## src/rtl/ov_pkg.sv

```systemverilog
// Shared types and table constants for the OV sensor configuration path.
// State encoding plus the end-marker and delay-tag values used in the register table.
package ov_pkg;

    typedef enum logic [3:0] {
        ST_IDLE,
        ST_PWRUP,
        ST_FETCH,
        ST_DECODE,
        ST_ISSUE,
        ST_WAIT_END,
        ST_DELAY,
        ST_DONE,
        ST_ERROR
    } ov_state_t;

    localparam logic [15:0] OV_END_MARKER = 16'hFFFF;
    localparam logic [7:0]  OV_DELAY_TAG  = 8'hFF;

    // A new run may only be launched from a resting state.
    function automatic logic ov_accepts_start(input ov_state_t s);
        return (s == ST_IDLE) || (s == ST_DONE) || (s == ST_ERROR);
    endfunction

endpackage

```

## src/rtl/ov_cfg_sequencer.sv

```systemverilog
// Walks a {subaddr,data} register table and issues one SCCB write per entry.
// First tr_start rises PWRUP_CYCLES+3 cycles after start; waits on tr_end (with timeout) per transfer.
module ov_cfg_sequencer
    import ov_pkg::*;
#(
    parameter logic [7:0]  DEV_ADDR     = 8'h42,
    parameter int          TBL_DEPTH    = 64,
    parameter logic [15:0] PWRUP_CYCLES = 16'd1000,
    parameter logic [15:0] DELAY_UNIT   = 16'd100,
    parameter logic [15:0] TIMEOUT      = 16'd4095,
    localparam int         TBL_AW       = $clog2(TBL_DEPTH)
) (
    input  logic              clk,
    input  logic              reset,
    input  logic              start,
    output logic [TBL_AW-1:0] tbl_addr,
    input  logic [15:0]       tbl_data,
    output logic [7:0]        addr,
    output logic [7:0]        subaddr,
    output logic [7:0]        w_data,
    output logic              tr_start,
    input  logic              tr_end,
    output logic              busy,
    output logic              done,
    output logic              error,
    output logic [TBL_AW-1:0] err_idx
);

    ov_state_t         state;
    logic [TBL_AW-1:0] index;
    logic [23:0]       cnt;
    logic [15:0]       tmo;
    logic              last_entry;

    assign last_entry = (index == TBL_AW'(TBL_DEPTH - 1));
    assign tbl_addr   = index;
    assign addr       = DEV_ADDR;

    always_ff @(posedge clk or posedge reset) begin
        if (reset) begin
            state    <= ST_IDLE;
            index    <= '0;
            cnt      <= '0;
            tmo      <= '0;
            subaddr  <= '0;
            w_data   <= '0;
            tr_start <= 1'b0;
            busy     <= 1'b0;
            done     <= 1'b0;
            error    <= 1'b0;
            err_idx  <= '0;
        end else if (start && ov_accepts_start(state)) begin
            state <= ST_PWRUP;
            index <= '0;
            cnt   <= 24'(PWRUP_CYCLES);
            busy  <= 1'b1;
            done  <= 1'b0;
            error <= 1'b0;
        end else begin
            case (state)
                ST_PWRUP: begin
                    if (cnt == 24'd0) state <= ST_FETCH;
                    else              cnt   <= cnt - 24'd1;
                end
                ST_FETCH: state <= ST_DECODE;
                ST_DECODE: begin
                    if (tbl_data == OV_END_MARKER) begin
                        state <= ST_DONE;
                        busy  <= 1'b0;
                        done  <= 1'b1;
                    end else if (tbl_data[15:8] == OV_DELAY_TAG) begin
                        state <= ST_DELAY;
                        cnt   <= 24'(tbl_data[7:0]) * 24'(DELAY_UNIT);
                    end else begin
                        state    <= ST_ISSUE;
                        subaddr  <= tbl_data[15:8];
                        w_data   <= tbl_data[7:0];
                        tr_start <= 1'b1;
                        tmo      <= '0;
                    end
                end
                ST_ISSUE: begin
                    // Completion wins over timeout, including in the entry cycle.
                    if (tr_end) begin
                        tr_start <= 1'b0;
                        state    <= ST_WAIT_END;
                    end else if (tmo == TIMEOUT - 16'd1) begin
                        tr_start <= 1'b0;
                        state    <= ST_ERROR;
                        busy     <= 1'b0;
                        error    <= 1'b1;
                        err_idx  <= index;
                    end else begin
                        tmo <= tmo + 16'd1;
                    end
                end
                ST_WAIT_END: begin
                    if (!tr_end) begin
                        if (last_entry) begin
                            state <= ST_DONE;
                            busy  <= 1'b0;
                            done  <= 1'b1;
                        end else begin
                            index <= index + TBL_AW'(1);
                            state <= ST_FETCH;
                        end
                    end
                end
                ST_DELAY: begin
                    // A zero-count delay still spends exactly one cycle here.
                    if (cnt <= 24'd1) begin
                        if (last_entry) begin
                            state <= ST_DONE;
                            busy  <= 1'b0;
                            done  <= 1'b1;
                        end else begin
                            index <= index + TBL_AW'(1);
                            state <= ST_FETCH;
                        end
                    end else begin
                        cnt <= cnt - 24'd1;
                    end
                end
                ST_IDLE, ST_DONE, ST_ERROR: ;
                default: state <= ST_IDLE;
            endcase
        end
    end

endmodule

```

## config.mk

```make
export PLATFORM = sky130hd
export DESIGN_NAME = ov_cfg_sequencer
export DESIGN_NICKNAME = d
export VERILOG_FILES = /design/src/rtl/ov_pkg.sv /design/src/rtl/ov_cfg_sequencer.sv
export SDC_FILE = /design/constraint.sdc
export NUM_CORES = 1
export LEC_CHECK = 0
export BUFFER_PORTS_ARGS = -buffer_cell sky130_fd_sc_hd__buf_2
export CORE_ASPECT_RATIO = 1.2
export CORE_MARGIN = 2
export CORE_UTILIZATION = 59
export CTS_CLUSTER_DIAMETER = 150
export CTS_CLUSTER_SIZE = 14
export DETAILED_ROUTE_END_ITERATION = 10
export GPL_TIMING_DRIVEN = 0
export PLACE_DENSITY_LB_ADDON = 0.15
export SKIP_CTS_REPAIR_TIMING = 1
export SYNTH_ARGS = -nofsm -noshare
export SYNTH_HDL_FRONTEND = slang
export SYNTH_SLANG_ARGS = --single-unit
```

## constraint.sdc

```tcl
create_clock -name clk -period 2.75 [get_ports clk]
set_input_delay 0.1375 -clock clk [delete_from_list [all_inputs] [get_ports clk]]
set_output_delay 0.1375 -clock clk [all_outputs]
set_load 0.1 [all_outputs]
```

Word-level counts from Yosys, hierarchy flattened:

Cells that the tools add are included.

* register bits after elaboration: 76
* word-level logic and storage cells: 121

* reduce and logical (&&, ||, !) cells: 23
* multipliers: 1
* mux-type cells: 48
* add/subtract/negate cells: 3
* equal/unequal tests: 30
* bitwise operators: 4
* order comparisons: 1

Operator list (number)
* 24-bit two-way mux: 5
* 24-bit one-hot mux with 3 select lines: 1
* 16-bit two-way mux: 4
* 3-bit != test (second input constant): 11
* 16-bit one-hot mux with 2 select lines: 1
* 4-bit one-hot mux with 7 select lines: 1
* 24-bit by 1-bit less-or-equal comparator with 1-bit output (second input constant): 1
* 24-bit logical NOT: 1
* 4-bit two-way mux: 6
* 6-bit two-way mux: 4
* 24-bit by 1-bit subtractor with 24-bit output (second input constant): 1
* 1-bit two-way mux: 19
* 16-bit by 1-bit adder with 16-bit output (second input constant): 1
* 16-bit by 12-bit equality test with 1-bit output (second input constant): 1
* 16-bit equality test (second input constant): 1
* 4-bit by 3-bit equality test with 1-bit output (second input constant): 4
* 5-bit AND reduction: 3
* 8-bit by 5-bit multiplier with 13-bit output (second input constant): 1
* 6-bit one-hot mux with 2 select lines: 1
* 4-bit AND reduction: 3
* 6-bit AND reduction: 2
* 2-bit != test (second input constant): 5
* 4-bit by 2-bit equality test with 1-bit output (second input constant): 2
* 8-bit equality test (second input constant): 1
* other kinds (21): 30

Logic depth before layout (Yosys ltp):

Gate-level depths: netlist of run 1.

* depth in word-level cells: 6
* depth in mapped cells: 12
* gate-level depth less buffers: 12

Least setup slack after synthesis of run 1:

No wires, ideal clock.

* path kind: input-to-reg
* start point: in tbl_data[2]
* end point: reg cnt[14]
* buffers on the path: 0
* stages on the path: 10
* library setup time: 0.083 ns
* setup slack: 0.187 ns
* data required time: 2.667 ns
* arrival time: 2.480 ns
* cells stage by stage: ha_1 > ha_1 > fa_1 > ha_1 > a211oi_1 > o21ai_0 > a31oi_1 > xnor2_1 > a21oi_1 > o21ai_0

* word-level cells in the longest chain between the ends: 5

RTL lines
* start: declaration: RTL line ov_cfg_sequencer.sv:17 `input logic [15:0] tbl_data,`
* 8-bit by 5-bit multiplier with 13-bit output: RTL line ov_cfg_sequencer.sv:73 `cnt <= 24'(tbl_data[7:0]) * 24'(DELAY_UNIT);`
* 24-bit two-way mux: RTL line ov_cfg_sequencer.sv:71 `end else if (tbl_data[15:8] == OV_DELAY_TAG) begin`
* 24-bit two-way mux: RTL line ov_cfg_sequencer.sv:67 `if (tbl_data == OV_END_MARKER) begin`
* 24-bit one-hot mux with 3 select lines: RTL line ov_cfg_sequencer.sv:60 `case (state)`
* 24-bit two-way mux: RTL line ov_cfg_sequencer.sv:52 `end else if (start && ov_accepts_start(state)) begin`
* end signal: assignment: RTL line ov_cfg_sequencer.sv:55 `cnt <= 24'(PWRUP_CYCLES);`
* end signal: assignment: RTL line ov_cfg_sequencer.sv:63 `else cnt <= cnt - 24'd1;`
* end signal: assignment: RTL line ov_cfg_sequencer.sv:73
* end: declaration: RTL line ov_cfg_sequencer.sv:31 `logic [23:0] cnt;`

Parallel ways exist; a longest one is shown, timed or not. The select of a mux whose other input is x is not followed.
A chain may end at the register's enable or synchronous reset.

Worst setup path after layout of run 1:

* start point: reg cnt[13]
* end point: reg cnt[3]

* word-level cells in the longest chain between the ends: 3

RTL lines (RTL line)
* 24-bit by 1-bit less-or-equal comparator with 1-bit output or 24-bit logical NOT (tied branches): ov_cfg_sequencer.sv:111, ov_cfg_sequencer.sv:62
* 3-bit != test (no line)
* 5-bit AND reduction (no line) *

Mark *: on every way between the ends. The rest lies on a longest branch, timed or not.

==> impl_metrics.xml, run 1 <==
<?xml version="1.0" encoding="UTF-8"?>
<metrics>
  <group name="final_layout">
    <metric name="diodes" unit="">0</metric>
    <metric name="layout_cells_sized_above_1" unit="">0.1696</metric>
    <metric name="utilization" unit="">0.6802</metric>
    <metric name="area_growth_syn_to_layout" unit="%">13.40</metric>
    <metric name="design.final.nets" unit="">672</metric>
    <metric name="fillCellCount" unit="">656</metric>
  </group>
  <group name="worst_setup_path">
    <metric name="timing.critical_path.slowest_stage_cell" unit="">nor4_1</metric>
    <metric name="timing_worst_setup_path_type" unit="">flip-flop to flip-flop</metric>
    <metric name="setup.worst_path.end_class" unit="">flip-flop</metric>
    <metric name="max_stage_delay" unit="ns">0.63</metric>
    <metric name="crit_buf_inv" unit="">1</metric>
    <metric name="cp_data_required_time" unit="ns">3.00</metric>
    <metric name="worstPathMaxFanout" unit="">10</metric>
    <metric name="critical_path.startpoint_type" unit="">flip-flop</metric>
    <metric name="critical_path.top_delay_family" unit="">simple AND/OR/NAND/NOR gates</metric>
    <metric name="path_cells" unit="">nor4_1 &gt; nand3_1 &gt; nor2_1 &gt; a32o_1 &gt; buf_2 &gt; a21oi_1 &gt; o22a_1</metric>
    <metric name="cp.arrival" unit="ns">2.88</metric>
  </group>
  <group name="route">
    <metric name="drt_iter0_drc" unit="">307</metric>
    <metric name="route.detailed.vias_per_inst" unit="">6.157</metric>
    <metric name="remaining_drc_errors" unit="">0</metric>
    <metric name="postRouteAntennaNets" unit="">0</metric>
    <metric name="firstDrtPassIters" unit="">5</metric>
    <metric name="wire_per_inst" unit="µm">16.34</metric>
    <metric name="postRouteWirelength" unit="µm">11670</metric>
    <metric name="vias_after_detailed_routing" unit="">4396</metric>
  </group>
  <group name="global_routing">
    <metric name="overflow" unit="">0</metric>
    <metric name="gr-usage-met1" unit="">0.3428</metric>
    <metric name="grt_use_met2" unit="">0.4840</metric>
    <metric name="vias_in_the_first_global_route" unit="">4299</metric>
    <metric name="grt_first_pass_wirelength" unit="µm">19720</metric>
    <metric name="grt_max_degree" unit="">62</metric>
    <metric name="number_of_antenna_violations_at_the_first_check_in_global_routing" unit="">0</metric>
    <metric name="busiest_layer" unit="">met2</metric>
    <metric name="gr-usage-all-layers" unit="">0.2821</metric>
    <metric name="global_route.usage.met3" unit="">0.03443</metric>
  </group>
  <group name="logic_synthesis">
    <metric name="sequential_cell_area_fraction_in_the_yosys_report" unit="">0.3954</metric>
    <metric name="synth.largest_area_cell" unit="">dfrtp_1</metric>
    <metric name="post_synth_inst_count" unit="">545</metric>
    <metric name="synthesis.area_per_instance" unit="µm²">8.825</metric>
    <metric name="synthTopCellsByArea" unit="">dfrtp_1 (40%), ha_1 (8.8%), nand2_1 (5.3%)</metric>
    <metric name="synth_top_area_frac" unit="">0.3954</metric>
    <metric name="leading_register_cell_type_out_of_synthesis" unit="">dfrtp_1</metric>
    <metric name="yosys_cell_types" unit="">59</metric>
    <metric name="synth.cells.most_frequent" unit="">dfrtp_1 (76), nand2_1 (68), nor2_1 (64), o21ai_0 (38), ha_1 (34)</metric>
    <metric name="synth-async-reset-ratio" unit="">1.000</metric>
    <metric name="syn_area" unit="mm²">0.004810</metric>
    <metric name="synth_warnings" unit="">0</metric>
    <metric name="ys_ff_latch" unit="">76</metric>
    <metric name="synthMostInstantiatedCell" unit="">dfrtp_1</metric>
    <metric name="synth_enable_flop_cells" unit="">0</metric>
  </group>
  <group name="pwr">
    <metric name="netSwitchingPower" unit="mW">2.814</metric>
    <metric name="internal_power" unit="mW">2.504</metric>
    <metric name="power.switching_fraction" unit="">0.5291</metric>
    <metric name="logic_gate_share_of_total_power" unit="">0.527</metric>
    <metric name="power.density_cell_area" unit="mW/mm²">975.0</metric>
    <metric name="seqPwrFrac" unit="">0.320</metric>
    <metric name="power.share.clock" unit="">0.153</metric>
    <metric name="static-leakage-power" unit="nW">2.586</metric>
    <metric name="vdd.ir_drop.worst" unit="µV">785.1</metric>
  </group>
  <group name="hold_path">
    <metric name="worstHoldPathType" unit="">input pin to flip-flop</metric>
  </group>
  <group name="floorplanning">
    <metric name="floorplan.die.width" unit="µm">86.42</metric>
    <metric name="rows" unit="">36</metric>
    <metric name="design.portCount" unit="">60</metric>
    <metric name="coreArea" unit="mm²">0.008018</metric>
    <metric name="die-area" unit="mm²">0.008893</metric>
    <metric name="floorplan.die.height" unit="µm">102.9</metric>
    <metric name="floorplan.initialDensity" unit="">0.5999</metric>
  </group>
  <group name="status">
    <metric name="run_status" unit="">finished with violations</metric>
    <metric name="failed_checks" unit="">hold timing</metric>
  </group>
  <group name="placement">
    <metric name="gpl.final_weighted_congestion" unit="">0.9206</metric>
    <metric name="post-dp-hpwl" unit="µm">8609</metric>
    <metric name="total_of_buffers_placed_on_input_and_output_ports" unit="">51</metric>
  </group>
  <group name="clock_tree">
    <metric name="cts_buffer_depth" unit="">2</metric>
    <metric name="clkLatencyLatePin" unit="ns">0.36</metric>
    <metric name="tritoncts" unit="">yes</metric>
    <metric name="cts_bufs_inserted" unit="">9</metric>
    <metric name="clock_tree.htree_level_count" unit="">3</metric>
    <metric name="cts.sinks" unit="">76</metric>
    <metric name="cts.reportedPaths.clkPinSlew" unit="ns">0.07</metric>
    <metric name="cts.root.buffer_cell" unit="">clkbuf_8</metric>
  </group>
  <group name="sta">
    <metric name="worst_slew_margin_relative_to_its_limit" unit="">0.5119</metric>
    <metric name="min_period_over_period" unit="">0.9577</metric>
    <metric name="worstMarginPinSlew" unit="ns">0.7265</metric>
    <metric name="whs" unit="ns">-0.009244</metric>
    <metric name="timing_max_transition_violations_final" unit="">0</metric>
    <metric name="grt_setup_unrepaired" unit="">no</metric>
    <metric name="setup_viol" unit="">0</metric>
    <metric name="post-route-min-period" unit="ns">2.634</metric>
    <metric name="finalClockSkew" unit="ns">0.01164</metric>
    <metric name="timing.fmax" unit="GHz">0.3797</metric>
    <metric name="timing_hold_violations_final" unit="">4</metric>
  </group>
  <group name="flow_run">
    <metric name="drv_cap" unit="">0</metric>
  </group>
</metrics>
## logic make-up (layout without fill, tap and decap cells)
group,count (synthesis),after routing,synth area share
other,2,8,0.001561
AO/OA/AOI/OAI,130,130,0.1790
multiplexers,8,8,0.01873
AND/OR/NAND/NOR,217,217,0.2141
flip-flops,76,76,0.3954
XOR/XNOR,23,23,0.04188
buffers and inverters,52,120,0.04839
adder cells (fa/ha/maj),37,37,0.1009
## layout by cell type (no fill, tap or decap), types with 4 or more instances in the layout
master / count
o31ai_1: 8
nor2_1: 64
nand4_1: 9
conb_1: 8
mux2_2: 8
nor4_1: 9
xor2_1: 15
and3_1: 4
dfrtp_1: 76
o22a_1: 8
buf_2: 57
o21ai_0: 37
nor3_1: 19
nand2_1: 68
ha_1: 34
o41ai_1: 6
buf_4: 8
a211oi_1: 4
xnor2_1: 8
clkbuf_8: 13
nand3_1: 12
nor2b_1: 4
o211ai_1: 6
a21oi_1: 25
nand2b_1: 5
clkbuf_1: 15
inv_1: 19
a31oi_1: 9
## path summary, 6_finish.rpt
check	slack, ns	to	start	cells past startpoint
min	-0.009	subaddr[7]$_DFFE_PP0P_	tbl_data[15]	3
max in group asynchronous	1.91	tmo[1]$_DFFE_PP0P_	reset	4
min in group asynchronous	0.26	subaddr[6]$_DFFE_PP0P_	reset	3
max	0.12	cnt[3]$_DFFE_PP0P_	cnt[13]$_DFFE_PP0P_	7
max reg2reg	0.12	cnt[3]$_DFFE_PP0P_	cnt[13]$_DFFE_PP0P_	7
min reg2reg	0.48	subaddr[7]$_DFFE_PP0P_	subaddr[7]$_DFFE_PP0P_	2
## through the flow
stage / TNS [ns] / worst slack (ns) / cells / cell area [µm²] / power [mW]
3_3_place_gp: -16.84 / -0.2223 / 697 / 5206 / 4.405
6_report: 0 / 0.1164 / 714 / 5454 / 5.318
5_1_grt: 0 / 0.006761 / 714 / 5454 / 5.630
2_1_floorplan: 0 / 0.1871 / 551 / 4832 / 3.930
4_1_cts: 0 / 0.05915 / 713 / 5424 / 5.312
3_5_place_dp: -0.5913 / -0.2185 / 698 / 5236 / 4.496
## worst min-delay path, cell delays in order
cell and delay, ns:
buf_2 0.09, nand2_1 0.04, nand2_1 0.05
## metal layers
layer  up-vias  wire [µm]
met1      2117       4740
met2       156       5998
met5         -          0
li1       2091          -
met3        32        552
met4         0        377
## state kept, by name, indices dropped and copies added (netlist names)
register / count
busy: 1
cnt: 24
done: 1
err_idx: 6
error: 1
state: 4
subaddr: 8
tbl_addr: 6
tmo: 16
tr_start: 1
w_data: 8
## power by group through the flow
stage | Combinational [mW] | Clock, mW | Sequential [mW]
finish | 2.80 | 0.815 | 1.70
global route | 3.01 | 0.879 | 1.74
CTS | 2.79 | 0.828 | 1.69
detailed placement | 2.78 | 0 | 1.71
global placement | 2.71 | 0 | 1.69
floorplan | 1.12 | 0 | 2.81
## layout make-up
type                    instances  area, µm²  share of cell area
flip-flops and latches         76       1902              0.3487
repair buffers                 54      302.8             0.05552
clock inverters                 1      5.005           0.0009176
multi-input cells             423       2709              0.4967
well taps                      95      118.9             0.02179
plain buffers                  31      156.4             0.02868
inverters                      20      77.57             0.01422
clock buffers                  14      182.7             0.03349
(Power assumes the default switching activity.)
==> run 2, diff against run 1 <==
--- a/config.mk
+++ b/config.mk
@@ -13,7 +13,7 @@
 export CTS_CLUSTER_SIZE = 14
 export DETAILED_ROUTE_END_ITERATION = 10
 export GPL_TIMING_DRIVEN = 0
-export PLACE_DENSITY_LB_ADDON = 0.15
+export PLACE_DENSITY = 0.9
 export SKIP_CTS_REPAIR_TIMING = 1
 export SYNTH_ARGS = -nofsm -noshare
 export SYNTH_HDL_FRONTEND = slang
==> run 2 against run 1 <==
  * The flow still finishes with violations (hold timing)
  * Routed wire length is 1.9% higher
  * Via count is 2.4% higher
  * Sequential power hardly changed
  * Sequential share of layout area hardly changed
  * Clock power is 5.8% lower
  * First-iteration DRC count is 6.2% lower
  * Clock-buffer cell count stayed put
  * Utilization hardly changed
  * Final cell count is 0.42% higher
==> impl_metrics.xml, run 2 (same netlist as run 1, synthesis figures left out) <==
<?xml version="1.0" encoding="UTF-8"?>
<metrics>
  <group name="global_routing">
    <metric name="number_of_antenna_violations_at_the_first_check_in_global_routing" unit="">0</metric>
    <metric name="vias_in_the_first_global_route" unit="">4205</metric>
    <metric name="grt_max_degree" unit="">45</metric>
    <metric name="gr-usage-all-layers" unit="">0.2756</metric>
    <metric name="overflow" unit="">0</metric>
    <metric name="grt_first_pass_wirelength" unit="µm">19200</metric>
  </group>
  <group name="final_layout">
    <metric name="design.final.nets" unit="">674</metric>
    <metric name="area_growth_syn_to_layout" unit="%">13.42</metric>
    <metric name="layout_cells_sized_above_1" unit="">0.1720</metric>
    <metric name="diodes" unit="">0</metric>
    <metric name="final_cell_mix" unit="">dfrtp_1 (75), nand2_1 (68), nor2_1 (64)</metric>
    <metric name="max_reg_flops" unit="">24</metric>
    <metric name="mostFrequentLayoutCell" unit="">dfrtp_1</metric>
    <metric name="layout_top_registers" unit="">cnt: 24 flops, tmo: 16 flops</metric>
    <metric name="final_design_area_no_fill" unit="mm²">0.005455</metric>
    <metric name="regMostFlops" unit="">cnt</metric>
  </group>
  <group name="floorplanning">
    <metric name="floorplan.die.width" unit="µm">86.42</metric>
    <metric name="die-area" unit="mm²">0.008893</metric>
    <metric name="floorplan.initialDensity" unit="">0.5999</metric>
    <metric name="coreArea" unit="mm²">0.008018</metric>
    <metric name="floorplan.die.height" unit="µm">102.9</metric>
    <metric name="rows" unit="">36</metric>
    <metric name="design.portCount" unit="">60</metric>
  </group>
  <group name="worst_setup_path">
    <metric name="timing.critical_path.slowest_stage_cell" unit="">or4_4</metric>
    <metric name="cp.arrival" unit="ns">2.93</metric>
    <metric name="cp_data_required_time" unit="ns">3.01</metric>
    <metric name="rr_worst_depth" unit="">7</metric>
    <metric name="timing_worst_setup_path_type" unit="">flip-flop to flip-flop</metric>
    <metric name="max_stage_delay" unit="ns">0.60</metric>
    <metric name="critical_path.startpoint_type" unit="">flip-flop</metric>
    <metric name="setup.worst_path.end_class" unit="">flip-flop</metric>
    <metric name="critical_path.most_common_cell" unit="">or4_4</metric>
    <metric name="path_cells" unit="">or4_4 &gt; or4_4 &gt; nor2_1 &gt; a32o_1 &gt; buf_2 &gt; a21oi_1 &gt; o22a_1</metric>
    <metric name="worstPathMaxFanout" unit="">10</metric>
  </group>
  <group name="clock_tree">
    <metric name="cts.sinks" unit="">76</metric>
    <metric name="cts_buffer_depth" unit="">2</metric>
    <metric name="tritoncts" unit="">yes</metric>
    <metric name="cts_bufs_inserted" unit="">9</metric>
    <metric name="clkLatencyLatePin" unit="ns">0.37</metric>
    <metric name="clock_tree.htree_level_count" unit="">3</metric>
    <metric name="cts.root.buffer_cell" unit="">clkbuf_8</metric>
    <metric name="cts.reportedPaths.clkPinSlew" unit="ns">0.08</metric>
  </group>
  <group name="pwr">
    <metric name="post-layout-total-power" unit="mW">5.299</metric>
    <metric name="vdd.ir_drop.worst" unit="µV">753.7</metric>
    <metric name="power.density_cell_area" unit="mW/mm²">971.4</metric>
    <metric name="static-leakage-power" unit="nW">2.581</metric>
  </group>
  <group name="route">
    <metric name="postRouteAntennaNets" unit="">0</metric>
    <metric name="vias_after_detailed_routing" unit="">4501</metric>
    <metric name="postRouteWirelength" unit="µm">11900</metric>
    <metric name="remaining_drc_errors" unit="">0</metric>
    <metric name="route.detailed.vias_per_inst" unit="">6.278</metric>
    <metric name="wire_per_inst" unit="µm">16.59</metric>
    <metric name="firstDrtPassIters" unit="">5</metric>
    <metric name="drt_iter0_drc" unit="">288</metric>
  </group>
  <group name="sta">
    <metric name="finalWorstSetupSlack" unit="ns">0.08404</metric>
    <metric name="worst_slew_margin_relative_to_its_limit" unit="">0.5295</metric>
    <metric name="worstMarginPinSlew" unit="ns">0.6992</metric>
    <metric name="whs" unit="ns">-0.01820</metric>
    <metric name="setup_viol" unit="">0</metric>
    <metric name="timing_max_transition_violations_final" unit="">0</metric>
    <metric name="timing_hold_violations_final" unit="">2</metric>
    <metric name="finalClockSkew" unit="ns">0.005901</metric>
    <metric name="min_period_over_period" unit="">0.9694</metric>
    <metric name="timing.fmax" unit="GHz">0.3751</metric>
    <metric name="fin_tns_setup" unit="ns">0</metric>
    <metric name="post-route-min-period" unit="ns">2.666</metric>
  </group>
  <group name="status">
    <metric name="failed_checks" unit="">hold timing</metric>
    <metric name="run_status" unit="">finished with violations</metric>
  </group>
  <group name="hold_path">
    <metric name="holdPathStages" unit="">3</metric>
    <metric name="worstHoldPathType" unit="">input pin to flip-flop</metric>
  </group>
  <group name="placement">
    <metric name="total_of_buffers_placed_on_input_and_output_ports" unit="">51</metric>
    <metric name="placed_area" unit="mm²">0.005229</metric>
    <metric name="gpl.final_weighted_congestion" unit="">0.8883</metric>
    <metric name="pre_cts_slack" unit="ns">-0.2338</metric>
    <metric name="post-dp-hpwl" unit="µm">8683</metric>
  </group>
  <group name="flow_run">
    <metric name="drv_cap" unit="">0</metric>
  </group>
</metrics>
[run 2: cell types whose count changed in the layout (fill, tap and decap cells not counted), sizes merged]
| cell | change |
|---|---|
| dlygate4sd3 | +2 |
| clkinv | +1 |
[run 2: worst paths after layout]
path | startpoint | end | slack [ns]
setup / recovery | cnt[5]$_DFFE_PP0P_ | cnt[5]$_DFFE_PP0P_ | 0.08
hold / removal | tbl_data[12] | subaddr[4]$_DFFE_PP0P_ | -0.02
setup reg to reg | cnt[5]$_DFFE_PP0P_ | cnt[5]$_DFFE_PP0P_ | 0.08
hold reg to reg | subaddr[2]$_DFFE_PP0P_ | subaddr[2]$_DFFE_PP0P_ | 0.47
max in group asynchronous | reset | w_data[7]$_DFFE_PP0P_ | 1.86
min in group asynchronous | reset | tbl_addr[2]$_DFFE_PP0P_ | 0.32
[run 2: through the flow]
stage / utilization / hold slack, ns / cells
5_1_grt: 0.6804 / 0.002190 / 717
3_3_place_gp: 0.6493 / 0.3427 / 697
6_report: 0.6804 / -0.01820 / 717
2_1_floorplan: - / 0.2357 / 551
4_1_cts: 0.6724 / -0.2205 / 714
3_5_place_dp: 0.6522 / 0.1791 / 698
[run 2: worst max-delay path, delay by kind of cell (launching register included)]
kind	cells	cell delay, ns
buffers and inverters	1	0.28
flip-flops	1	0.46
AND/OR/NAND/NOR	3	1.21
AO/OA/AOI/OAI	3	0.60
[run 2: power breakdown]
part           leakage [nW]  internal, mW  switching, mW
Sequential            0.980          1.43          0.282
Clock                0.0844         0.351          0.417
Combinational          1.52         0.668           2.15
[run 2: layout make-up]
type                       count  area [µm²]
timing repair buffer          56       315.3
buffer                        31       157.7
multi-input combinational    423        2720
clock buffer                  14       152.6
clock inverter                 2       10.01
fill                         652        2562
tap                           95       118.9
inverter                      20       77.57
sequential                    76        1903
[run 2: per-layer routing]
layer,share of wire,vias to the layer above,routed length (µm),global-route usage
met3,0.056,40,668,0.06085
met5,0,-,0,0
li1,-,2106,-,-
met2,0.51,187,6071,0.4704
met4,0.035,0,412,0.1310
met1,0.40,2168,4743,0.3313
==> run 3, diff against run 2 <==
--- a/config.mk
+++ b/config.mk
@@ -13,6 +13,7 @@
 export CTS_CLUSTER_SIZE = 14
 export DETAILED_ROUTE_END_ITERATION = 10
 export GPL_TIMING_DRIVEN = 0
+export HOLD_SLACK_MARGIN = 0.02
 export PLACE_DENSITY = 0.9
 export SKIP_CTS_REPAIR_TIMING = 1
 export SYNTH_ARGS = -nofsm -noshare
==> run 3 against run 2 <==
  * The flow now finishes without violations
  * Via count rose by 0.89%
  * Maximum frequency up 0.11%
  * Combinational power about the same
  * Total power rose by 0.78%
  * Utilization rose by 0.37 points
  * Design area grew 0.55%
  * Critical endpoint unchanged
  * Largest cell class unchanged
  * Largest power group unchanged
==> impl_metrics.xml, run 3 (same netlist as run 1, synthesis figures left out) <==
<?xml version="1.0" encoding="UTF-8"?>
<metrics>
  <group name="route">
    <metric name="wire_per_inst" unit="µm">17.04</metric>
    <metric name="remaining_drc_errors" unit="">0</metric>
    <metric name="vias_after_detailed_routing" unit="">4541</metric>
    <metric name="drt_iter0_drc" unit="">284</metric>
    <metric name="route.detailed.vias_per_inst" unit="">6.307</metric>
    <metric name="postRouteAntennaNets" unit="">0</metric>
    <metric name="postRouteWirelength" unit="µm">12270</metric>
    <metric name="firstDrtPassIters" unit="">7</metric>
  </group>
  <group name="floorplanning">
    <metric name="design.portCount" unit="">60</metric>
    <metric name="floorplan.die.width" unit="µm">86.42</metric>
    <metric name="floorplan.initialDensity" unit="">0.5999</metric>
    <metric name="coreArea" unit="mm²">0.008018</metric>
    <metric name="floorplan.die.height" unit="µm">102.9</metric>
    <metric name="rows" unit="">36</metric>
    <metric name="die-area" unit="mm²">0.008893</metric>
  </group>
  <group name="placement">
    <metric name="gpl.final_weighted_congestion" unit="">0.8883</metric>
    <metric name="place.detailed.instances" unit="">698</metric>
    <metric name="placed_area" unit="mm²">0.005229</metric>
    <metric name="post-dp-hpwl" unit="µm">8683</metric>
    <metric name="total_of_buffers_placed_on_input_and_output_ports" unit="">51</metric>
  </group>
  <group name="worst_setup_path">
    <metric name="timing_worst_setup_path_type" unit="">flip-flop to flip-flop</metric>
    <metric name="regToRegStartpoint" unit="">cnt[20]$_DFFE_PP0P_</metric>
    <metric name="critical_path.most_common_cell" unit="">or4_4</metric>
    <metric name="critical_path.startpoint_type" unit="">flip-flop</metric>
    <metric name="rr_worst_depth" unit="">7</metric>
    <metric name="reg2reg_slack" unit="ns">0.09</metric>
    <metric name="path_cells" unit="">or4_4 &gt; or4_4 &gt; nor2_1 &gt; a32o_1 &gt; buf_2 &gt; a21oi_1 &gt; o22a_1</metric>
    <metric name="timing.critical_path.slowest_stage_cell" unit="">or4_4</metric>
    <metric name="setup.worst_path.end_class" unit="">flip-flop</metric>
    <metric name="cp_data_required_time" unit="ns">3.01</metric>
    <metric name="worstPathMaxFanout" unit="">10</metric>
    <metric name="crit_buf_inv" unit="">1</metric>
    <metric name="critical_path.top_delay_family" unit="">simple AND/OR/NAND/NOR gates</metric>
    <metric name="regToRegEndpoint" unit="">cnt[5]$_DFFE_PP0P_</metric>
    <metric name="cp.arrival" unit="ns">2.93</metric>
    <metric name="worst_setup_path_startpoint" unit="">cnt[20]$_DFFE_PP0P_</metric>
    <metric name="max_stage_delay" unit="ns">0.57</metric>
  </group>
  <group name="final_layout">
    <metric name="final-instance-count-excl-fill" unit="">720</metric>
    <metric name="layout_top_registers" unit="">cnt: 24 flops, tmo: 16 flops</metric>
    <metric name="fillCellCount" unit="">646</metric>
    <metric name="final_cell_mix" unit="">dfrtp_1 (75), nand2_1 (68), nor2_1 (64)</metric>
    <metric name="utilization" unit="">0.6841</metric>
    <metric name="area_growth_syn_to_layout" unit="%">14.05</metric>
    <metric name="layout_cells_sized_above_1" unit="">0.1712</metric>
    <metric name="regMostFlops" unit="">cnt</metric>
    <metric name="mostFrequentLayoutCell" unit="">dfrtp_1</metric>
    <metric name="final_design_area_no_fill" unit="mm²">0.005485</metric>
    <metric name="diodes" unit="">0</metric>
    <metric name="max_reg_flops" unit="">24</metric>
    <metric name="design.final.nets" unit="">677</metric>
  </group>
  <group name="global_routing">
    <metric name="gr-usage-met1" unit="">0.3313</metric>
    <metric name="busiest_layer" unit="">met2</metric>
    <metric name="overflow" unit="">0</metric>
    <metric name="vias_in_the_first_global_route" unit="">4205</metric>
    <metric name="number_of_antenna_violations_at_the_first_check_in_global_routing" unit="">0</metric>
    <metric name="grt_max_degree" unit="">45</metric>
    <metric name="gr-usage-all-layers" unit="">0.2756</metric>
    <metric name="grt_first_pass_wirelength" unit="µm">19200</metric>
    <metric name="grt_use_met2" unit="">0.4704</metric>
    <metric name="global_route.usage.met3" unit="">0.06085</metric>
  </group>
  <group name="hold_path">
    <metric name="hold-path-endpoint" unit="">w_data[5]$_DFFE_PP0P_</metric>
    <metric name="holdPathStages" unit="">3</metric>
    <metric name="timing.hold.worst.start" unit="">tbl_data[5]</metric>
    <metric name="worstHoldPathType" unit="">input pin to flip-flop</metric>
  </group>
  <group name="sta">
    <metric name="worst_slew_margin_relative_to_its_limit" unit="">0.5368</metric>
    <metric name="worstMarginPinSlew" unit="ns">0.6885</metric>
    <metric name="timing.fmax" unit="GHz">0.3755</metric>
    <metric name="timing_hold_violations_final" unit="">0</metric>
    <metric name="setup_viol" unit="">0</metric>
    <metric name="post-route-min-period" unit="ns">2.663</metric>
    <metric name="min_period_over_period" unit="">0.9684</metric>
    <metric name="timing_max_transition_violations_final" unit="">0</metric>
    <metric name="finalClockSkew" unit="ns">0.008823</metric>
  </group>
  <group name="clock_tree">
    <metric name="cts_buffer_depth" unit="">2</metric>
    <metric name="cts.sinks" unit="">76</metric>
    <metric name="cts.root.buffer_cell" unit="">clkbuf_8</metric>
    <metric name="clkLatencyLatePin" unit="ns">0.38</metric>
    <metric name="cts_bufs_inserted" unit="">9</metric>
    <metric name="clock_tree.htree_level_count" unit="">3</metric>
    <metric name="cts.reportedPaths.clkPinSlew" unit="ns">0.08</metric>
    <metric name="tritoncts" unit="">yes</metric>
  </group>
  <group name="pwr">
    <metric name="post-layout-total-power" unit="mW">5.340</metric>
    <metric name="power.density_cell_area" unit="mW/mm²">973.6</metric>
    <metric name="static-leakage-power" unit="nW">2.594</metric>
    <metric name="vdd.ir_drop.worst" unit="µV">682.8</metric>
  </group>
  <group name="status">
    <metric name="run_status" unit="">complete, no violations</metric>
  </group>
  <group name="flow_run">
    <metric name="drv_cap" unit="">0</metric>
  </group>
</metrics>
[run 3: changes by cell type in the layout (fill, tap and decap cells not counted), sizes merged]
cell         previous run  this run
dlygate4sd3             4         7
[run 3: stage by stage]
stage	setup slack (ns)	hold WS (ns)	setup TNS, ns
after floorplan	0.1871	0.2357	0
after global placement	-0.2057	0.3427	-11.11
after detailed placement	-0.2338	0.1791	-0.6060
after CTS	0.04478	-0.2205	0
after global routing	-0.04618	0.03626	-0.09546
final	0.08697	0.02751	0
[run 3: worst register-to-register path: cells and delay by family, from the launching register on]
family / cells / cell delay [ns]
AO/OA/AOI/OAI: 3 / 0.60
buffers and inverters: 1 / 0.28
AND/OR/NAND/NOR: 3 / 1.24
flip-flops: 1 / 0.44
[run 3: layout make-up]
cell class              instances  area [µm²]  area share
clock inverters                 2       10.01    0.001825
well taps                      95       118.9     0.02167
repair buffers                 59       345.3     0.06296
flip-flops and latches         76        1903      0.3469
clock buffers                  14       152.6     0.02783
inverters                      20       77.57     0.01414
plain buffers                  31       157.7     0.02874
multi-input cells             423        2720      0.4959
[run 3: worst max path at each step]
stage / end / cells after the start
global placement: cnt[14]$_DFFE_PP0P_ / 11
global route: subaddr[7]$_DFFE_PP0P_ / 8
detailed placement: cnt[14]$_DFFE_PP0P_ / 11
floorplan: cnt[14]$_DFFE_PP0P_ / 10
finish: cnt[5]$_DFFE_PP0P_ / 7
CTS: tmo[15]$_DFFE_PP0P_ / 7
[run 3: where the power goes]
group	leakage (nW)	switching (mW)	internal (mW)
Clock	0.0844	0.428	0.351
Combinational	1.53	2.17	0.670
Sequential	0.980	0.293	1.43
[run 3: routing by layer]
layer | part of all wire | up-vias | wire, µm
li1 | - | 2103 | -
met1 | 0.40 | 2217 | 4875
met2 | 0.51 | 175 | 6223
met3 | 0.055 | 46 | 677
met4 | 0.040 | 0 | 491
met5 | 0 | - | 0
